**src/rtl/qam64_demod.sv**
```systemverilog
// qam64_demod: hard-decision 64-QAM demapper with a two-stage stallable pipeline.
// Defining QAM64_DEMOD_CLIP_EN adds clip detection (CLIP_O) and a saturating clip counter (CLIP_CNT_O).
module qam64_demod #(
    parameter logic [15:0] TH1     = 16'h2780,
    parameter logic [15:0] TH2     = 16'h4F00,
    parameter logic [15:0] TH3     = 16'h7680
`ifdef QAM64_DEMOD_CLIP_EN
    ,
    parameter logic [15:0] CLIP_TH = 16'h7F00
`endif
) (
    input  logic        CLK_I,
    input  logic        RST_I,
    input  logic [31:0] DAT_I,
    input  logic        CYC_I,
    input  logic        WE_I,
    input  logic        STB_I,
    output logic        ACK_O,
    output logic [5:0]  DAT_O,
    output logic        CYC_O,
    output logic        STB_O,
    output logic        WE_O,
    input  logic        ACK_I
`ifdef QAM64_DEMOD_CLIP_EN
    ,
    output logic        CLIP_O,
    output logic [15:0] CLIP_CNT_O
`endif
);

    // Magnitude in 17 bits so that -32768 stays representable.
    function automatic logic [16:0] abs17(input logic [15:0] x);
        logic [16:0] ext_s;
        ext_s = {x[15], x};
        if (x[15]) begin
            abs17 = 17'd0 - ext_s;
        end else begin
            abs17 = ext_s;
        end
    endfunction

    // Gray slice of one axis: outer level wins on an exact threshold hit.
    function automatic logic [2:0] slice_axis(input logic [15:0] x);
        logic [16:0] mag_s;
        logic [1:0]  m_s;
        mag_s = abs17(x);
        if (mag_s < {1'b0, TH1}) begin
            m_s = 2'b01;
        end else if (mag_s < {1'b0, TH2}) begin
            m_s = 2'b00;
        end else if (mag_s < {1'b0, TH3}) begin
            m_s = 2'b10;
        end else begin
            m_s = 2'b11;
        end
        slice_axis = {x[15], m_s};
    endfunction

    logic        out_halt_s;
    logic        ena_s;
    logic [31:0] s1_data_r;
    logic        s1_valid_r;
    logic [5:0]  sym_s;
    logic        cyc_d1_r;
    logic        cyc_d2_r;

    assign out_halt_s = STB_O & ~ACK_I;
    assign ena_s      = CYC_I & STB_I & WE_I;
    assign ACK_O      = ena_s & ~out_halt_s;
    assign WE_O       = STB_O;
    assign CYC_O      = cyc_d2_r | s1_valid_r | STB_O;

    // Symbol decision for the sample currently held in stage 1.
    always_comb begin
        sym_s = 6'h00;
        sym_s = {slice_axis(s1_data_r[15:0]), slice_axis(s1_data_r[31:16])};
    end

    // Stage 1: capture on accept, drain when the output moves, hold under stall.
    always_ff @(posedge CLK_I) begin
        if (RST_I) begin
            s1_data_r  <= 32'h0000_0000;
            s1_valid_r <= 1'b0;
        end else if (ACK_O) begin
            s1_data_r  <= DAT_I;
            s1_valid_r <= 1'b1;
        end else if (!out_halt_s) begin
            s1_valid_r <= 1'b0;
        end
    end

    // Stage 2: registered output symbol and strobe, frozen while downstream stalls.
    always_ff @(posedge CLK_I) begin
        if (RST_I) begin
            DAT_O <= 6'h00;
            STB_O <= 1'b0;
        end else if (!out_halt_s) begin
            STB_O <= s1_valid_r;
            if (s1_valid_r) begin
                DAT_O <= sym_s;
            end
        end
    end

    // Two-cycle delay of the upstream cycle flag.
    always_ff @(posedge CLK_I) begin
        if (RST_I) begin
            cyc_d1_r <= 1'b0;
            cyc_d2_r <= 1'b0;
        end else begin
            cyc_d1_r <= CYC_I;
            cyc_d2_r <= cyc_d1_r;
        end
    end

`ifdef QAM64_DEMOD_CLIP_EN
    logic clip_s;

    // Clip flag of the stage-1 sample, on either axis.
    always_comb begin
        clip_s = 1'b0;
        clip_s = (abs17(s1_data_r[15:0])  >= {1'b0, CLIP_TH}) |
                 (abs17(s1_data_r[31:16]) >= {1'b0, CLIP_TH});
    end

    // Clip flag travels with DAT_O and holds with it.
    always_ff @(posedge CLK_I) begin
        if (RST_I) begin
            CLIP_O <= 1'b0;
        end else if (!out_halt_s && s1_valid_r) begin
            CLIP_O <= clip_s;
        end
    end

    // Saturating count of clipped symbols actually transferred downstream.
    always_ff @(posedge CLK_I) begin
        if (RST_I) begin
            CLIP_CNT_O <= 16'h0000;
        end else if (STB_O && ACK_I && CLIP_O && (CLIP_CNT_O != 16'hFFFF)) begin
            CLIP_CNT_O <= CLIP_CNT_O + 16'h0001;
        end
    end
`endif

endmodule

```
**config.mk**
```make
export PLATFORM = sky130hd
export DESIGN_NAME = qam64_demod
export DESIGN_NICKNAME = d
export VERILOG_FILES = /design/src/rtl/qam64_demod.sv
export SDC_FILE = /design/constraint.sdc
export NUM_CORES = 1
export LEC_CHECK = 0
export BUFFER_PORTS_ARGS = -buffer_cell sky130_fd_sc_hd__buf_2
export CORE_MARGIN = 3
export CORE_UTILIZATION = 45
export DETAILED_ROUTE_END_ITERATION = 10
export PLACE_DENSITY = 0.68
export SLEW_MARGIN = 10
export SYNTH_ARGS = -nofsm -noshare
export SYNTH_HDL_FRONTEND = slang
export SYNTH_SLANG_ARGS = --single-unit
export TNS_END_PERCENT = 10
```
**constraint.sdc**
```tcl
create_clock -name CLK_I -period 3.22 [get_ports CLK_I]
set_clock_uncertainty 0.05 [all_clocks]
set_input_delay 0.161 -clock CLK_I [delete_from_list [all_inputs] [get_ports CLK_I]]
set_output_delay 0.161 -clock CLK_I [all_outputs]
set_load 0.05 [all_outputs]
```
==> flow_summary.html <==
<table>
<tr><th>Metric</th><th>Value</th></tr>
<tr><th colspan="2">Floorplanning</th></tr>
<tr><td>Area inside the core boundary</td><td>4444 µm²</td></tr>
<tr><td>Die height</td><td>approximately 74 µm</td></tr>
<tr><td>Die outline area</td><td>~5500 µm²</td></tr>
<tr><td>Horizontal extent of the die</td><td>between 70 and 80 µm</td></tr>
<tr><td>Starting Density</td><td>47.38%</td></tr>
<tr><td>FP Rows</td><td>24</td></tr>
<tr><td>I/O pin count</td><td>48</td></tr>
<tr><th colspan="2">Synthesis</th></tr>
<tr><td>Library cells used by synthesis</td><td>between 50 and 60</td></tr>
<tr><td>Post-Synthesis Mean Instance Area</td><td>~7.5 µm²</td></tr>
<tr><td>Yosys Warn Count</td><td>0</td></tr>
<tr><td>Share of synthesized registers carrying an async set or reset</td><td>0%</td></tr>
<tr><td>Syn Std Cell Area</td><td>2106 µm²</td></tr>
<tr><td>Total of flip-flops plus latches after synthesis</td><td>42</td></tr>
<tr><td>Count of mapped cells out of synthesis</td><td>280</td></tr>
<tr><td>Share of the yosys chip area belonging to registers</td><td>39.93%</td></tr>
<tr><td>Synth Flop Type</td><td>sky130_fd_sc_hd__dfxtp_1</td></tr>
<tr><td>Syn nets</td><td>about 320</td></tr>
<tr><td>EDFF count, synth</td><td>0</td></tr>
<tr><th colspan="2">Drt</th></tr>
<tr><td>Detailed Routing Iterations Pass 1</td><td>4</td></tr>
<tr><td>Average vias per placed instance</td><td>5.497</td></tr>
<tr><td>Post-Route WL</td><td>between 4 and 5 mm</td></tr>
<tr><td>Total via count after detailed routing</td><td>2012</td></tr>
<tr><td>DRC violations left</td><td>0</td></tr>
<tr><td>WL per Instance</td><td>roughly 13 µm</td></tr>
<tr><td>DRT antenna net count</td><td>0</td></tr>
<tr><td>Violation count after the first detailed-route iteration</td><td>74</td></tr>
<tr><th colspan="2">Setup path</th></tr>
<tr><td>Data required time at the worst endpoint</td><td>3.01 ns</td></tr>
<tr><td>Launching element type of the critical path</td><td>register</td></tr>
<tr><td>Kind of capture point of the worst setup path</td><td>output port</td></tr>
<tr><td>Cell-by-cell trace of the critical path</td><td>nand2b_1 -&gt; nand4_1 -&gt; inv_1 -&gt; buf_2</td></tr>
<tr><td>Slowest CP cell</td><td>sky130_fd_sc_hd__inv_1</td></tr>
<tr><td>Sum of buffers and inverters on the critical path</td><td>2</td></tr>
<tr><td>Data arrival, critical path</td><td>2.07 ns</td></tr>
<tr><td>Largest stage delay on the critical path</td><td>~0.70 ns</td></tr>
<tr><td>CP max FO</td><td>33</td></tr>
<tr><td>Class of the most critical setup path</td><td>reg2out</td></tr>
<tr><td>Crit path max-delay family</td><td>buffers and inverters</td></tr>
<tr><th colspan="2">Power</th></tr>
<tr><td>Areal power density over the cells</td><td>about 440 nW/µm²</td></tr>
<tr><td>Relative contribution of combinational cells to total power</td><td>between 10% and 20%</td></tr>
<tr><td>Power spent charging and discharging nets</td><td>slightly below 300 µW</td></tr>
<tr><td>Clock power share</td><td>32.2%</td></tr>
<tr><td>Internal Dissipation</td><td>774.1 µW</td></tr>
<tr><td>Switch share</td><td>a little over a quarter</td></tr>
<tr><td>VDD IR-drop max</td><td>0.2369 mV</td></tr>
<tr><td>Leakage dissipation</td><td>roughly 0.00096 µW</td></tr>
<tr><td>Seq pwr share</td><td>between 50 and 60%</td></tr>
<tr><th colspan="2">Clock network</th></tr>
<tr><td>Post-CTS repair timing setup buffer count</td><td>0</td></tr>
<tr><td>Root Driver</td><td>sky130_fd_sc_hd__clkbuf_8</td></tr>
<tr><td>H-tree depth</td><td>2</td></tr>
<tr><td>Resize count post-CTS</td><td>0</td></tr>
<tr><td>Clk slew on worst S/H paths</td><td>about 0.070 ns</td></tr>
<tr><td>Skew-Pair Late Insertion Delay</td><td>a little under 0.3 ns</td></tr>
<tr><td>Count of hold buffers inserted by post-cts repair</td><td>0</td></tr>
<tr><td>TritonCTS clock tree</td><td>built</td></tr>
<tr><td>Total clock sinks</td><td>42</td></tr>
<tr><td>Maximum root-to-sink buffer count</td><td>2</td></tr>
<tr><td>TritonCTS Buffers</td><td>5</td></tr>
<tr><th colspan="2">Place</th></tr>
<tr><td>Placed standard-cell area</td><td>~2300 µm²</td></tr>
<tr><td>Detailed-placement wirelength estimate</td><td>3.289 mm</td></tr>
<tr><td>Final Wtd Congestion</td><td>0.9180</td></tr>
<tr><td>Port Buffer Count</td><td>47</td></tr>
<tr><th colspan="2">Final layout</th></tr>
<tr><td>Post-route design area</td><td>2416 µm²</td></tr>
<tr><td>Fillers</td><td>~450</td></tr>
<tr><td>Sequential cell area</td><td>between 800 and 900 µm²</td></tr>
<tr><td>Final #Nets</td><td>351</td></tr>
<tr><td>Diodes inserted</td><td>0</td></tr>
<tr><td>Area of the multi-input gates</td><td>approximately 1200 µm²</td></tr>
<tr><td>Commonest non-fill, non-tap cell in the layout</td><td>sky130_fd_sc_hd__nand2_1</td></tr>
<tr><td>Synth-to-Final Area Change</td><td>14.74%</td></tr>
<tr><td>Most frequent cells in the layout</td><td>sky130_fd_sc_hd__nand2_1 (74), sky130_fd_sc_hd__buf_2 (47), sky130_fd_sc_hd__a21oi_1 (46), sky130_fd_sc_hd__dfxtp_1 (42), sky130_fd_sc_hd__nor2_1 (16)</td></tr>
<tr><td>Fraction of final layout cells with drive strength greater than 1</td><td>between 20% and 30%</td></tr>
<tr><th colspan="2">Run</th></tr>
<tr><td>Number of violations of the max-capacitance limit</td><td>0</td></tr>
<tr><th colspan="2">Timing</th></tr>
<tr><td>Unrepaired setup endpoints after global routing</td><td>false</td></tr>
<tr><td>Actual slew at the worst max-slew pin</td><td>roughly 0.94 ns</td></tr>
<tr><td>Fmax</td><td>about 0.44 GHz</td></tr>
<tr><td>Endpoints failing hold</td><td>0</td></tr>
<tr><td>Setup TNS</td><td>0 ns</td></tr>
<tr><td>Min Tclk post-route</td><td>2.284 ns</td></tr>
<tr><td>Max_slew headroom</td><td>37.59%</td></tr>
<tr><td>Final-report max-slew violation count</td><td>0</td></tr>
<tr><td>Final number of setup-violating endpoints</td><td>0</td></tr>
<tr><td>Share of the cycle needed by the critical path after routing</td><td>70.94%</td></tr>
<tr><th colspan="2">Global routing</th></tr>
<tr><td>Overflow after GRT</td><td>0</td></tr>
<tr><td>Number of global-route vias before repair</td><td>1765</td></tr>
<tr><td>Global-route usage over all layers</td><td>a little under a fifth</td></tr>
<tr><td>Pin count of the biggest net entering global routing</td><td>44</td></tr>
<tr><td>Number of antenna violations at the first check in global routing</td><td>0</td></tr>
<tr><td>Global-route wire length before repair</td><td>7.879 mm</td></tr>
<tr><th colspan="2">Worst hold path</th></tr>
<tr><td>Type of the most critical hold path</td><td>in2reg</td></tr>
<tr><th colspan="2">Status</th></tr>
<tr><td>Status</td><td>finished, final reports clean</td></tr>
</table>
## registers in the layout, indices dropped and copies added (netlist names)
| register | cells |
|---|---|
| DAT_O | 6 |
| s1_data_r | 32 |
| cyc_d2_r | 1 |
| s1_valid_r | 1 |
| STB_O | 1 |
| cyc_d1_r | 1 |
## layer usage
metal	wire length [µm]	track usage [%]	share of wire, %	vias to the layer above
li1	-	-	-	1057
met1	2357	24.59	49	878
met2	2073	28.10	43	68
met3	260	3.514	5.4	9
met4	101	7.312	2.1	0
met5	0	0	0	-
## cells by family after synthesis
group	share of synthesized area, %
XOR/XNOR	0.8320
multiplexers	0.4754
AO/OA/AOI/OAI	23.59
AND/OR/NAND/NOR	30.42
flip-flops	39.93
buffers and inverters	4.753
## synthesized netlist by cell type (3+ instances only)
cell,instances,area (µm²)
sky130_fd_sc_hd__a21oi_1,46,230.2
sky130_fd_sc_hd__and3_1,3,18.77
sky130_fd_sc_hd__clkbuf_1,18,67.56
sky130_fd_sc_hd__dfxtp_1,42,840.8
sky130_fd_sc_hd__inv_1,3,11.26
sky130_fd_sc_hd__nand2_1,74,277.8
sky130_fd_sc_hd__nand4_1,8,50.05
sky130_fd_sc_hd__nor2_1,16,60.06
sky130_fd_sc_hd__nor3_1,5,25.02
sky130_fd_sc_hd__o311a_1,3,30.03
sky130_fd_sc_hd__or3_1,3,18.77
## power by group through the flow
stage / logic [µW] / clock network (µW) / registers, µW
2_1_floorplan: 107 / 0 / 577
3_3_place_gp: 158 / 0 / 573
3_5_place_dp: 160 / 0 / 573
4_1_cts: 161 / 359 / 561
5_1_grt: 179 / 376 / 565
6_report: 159 / 343 / 562
## worst min-delay path, delay by kind of cell
family | cells | cell delay [ns]
and+or+nand+nor | 1 | 0.04
buffers and inverters | 1 | 0.09
AOI/OAI and AO/OA | 1 | 0.05
## stage by stage
step	total power, µW	utilization, %	std cells	hold slack [ns]	worst slack [ns]
CTS	1081	54.36	366	0.04170	0.8618
global placement	731.0	52.31	358	0.3543	1.184
global route	1120	54.36	366	0.04499	0.7332
detailed placement	733.5	52.31	358	0.3483	1.130
floorplan	684.1	-	280	0.2392	1.108
finish	1063	54.36	366	0.05081	0.9357
## cell type report
type | count | area share [%]
clock buffers | 7 | 3.573
multi-input cells | 213 | 48.21
clock inverters | 1 | 0.2071
inverters | 3 | 0.4661
flip-flops and latches | 42 | 34.80
well taps | 52 | 2.693
repair buffers | 48 | 10.05
## worst paths after layout
| kind | depth (start not counted) | end | start | slack (ns) |
|---|---|---|---|---|
| hold / removal | 3 | s1_data_r[20] | DAT_I[20] | 0.05 |
| setup reg to reg | 5 | DAT_O[0] | s1_data_r[31] | 1.11 |
| hold reg to reg | 2 | DAT_O[2] | DAT_O[2] | 0.41 |
| setup / recovery | 4 | ACK_O | STB_O | 0.94 |
Note: power is estimated with default switching activity, not from simulation.
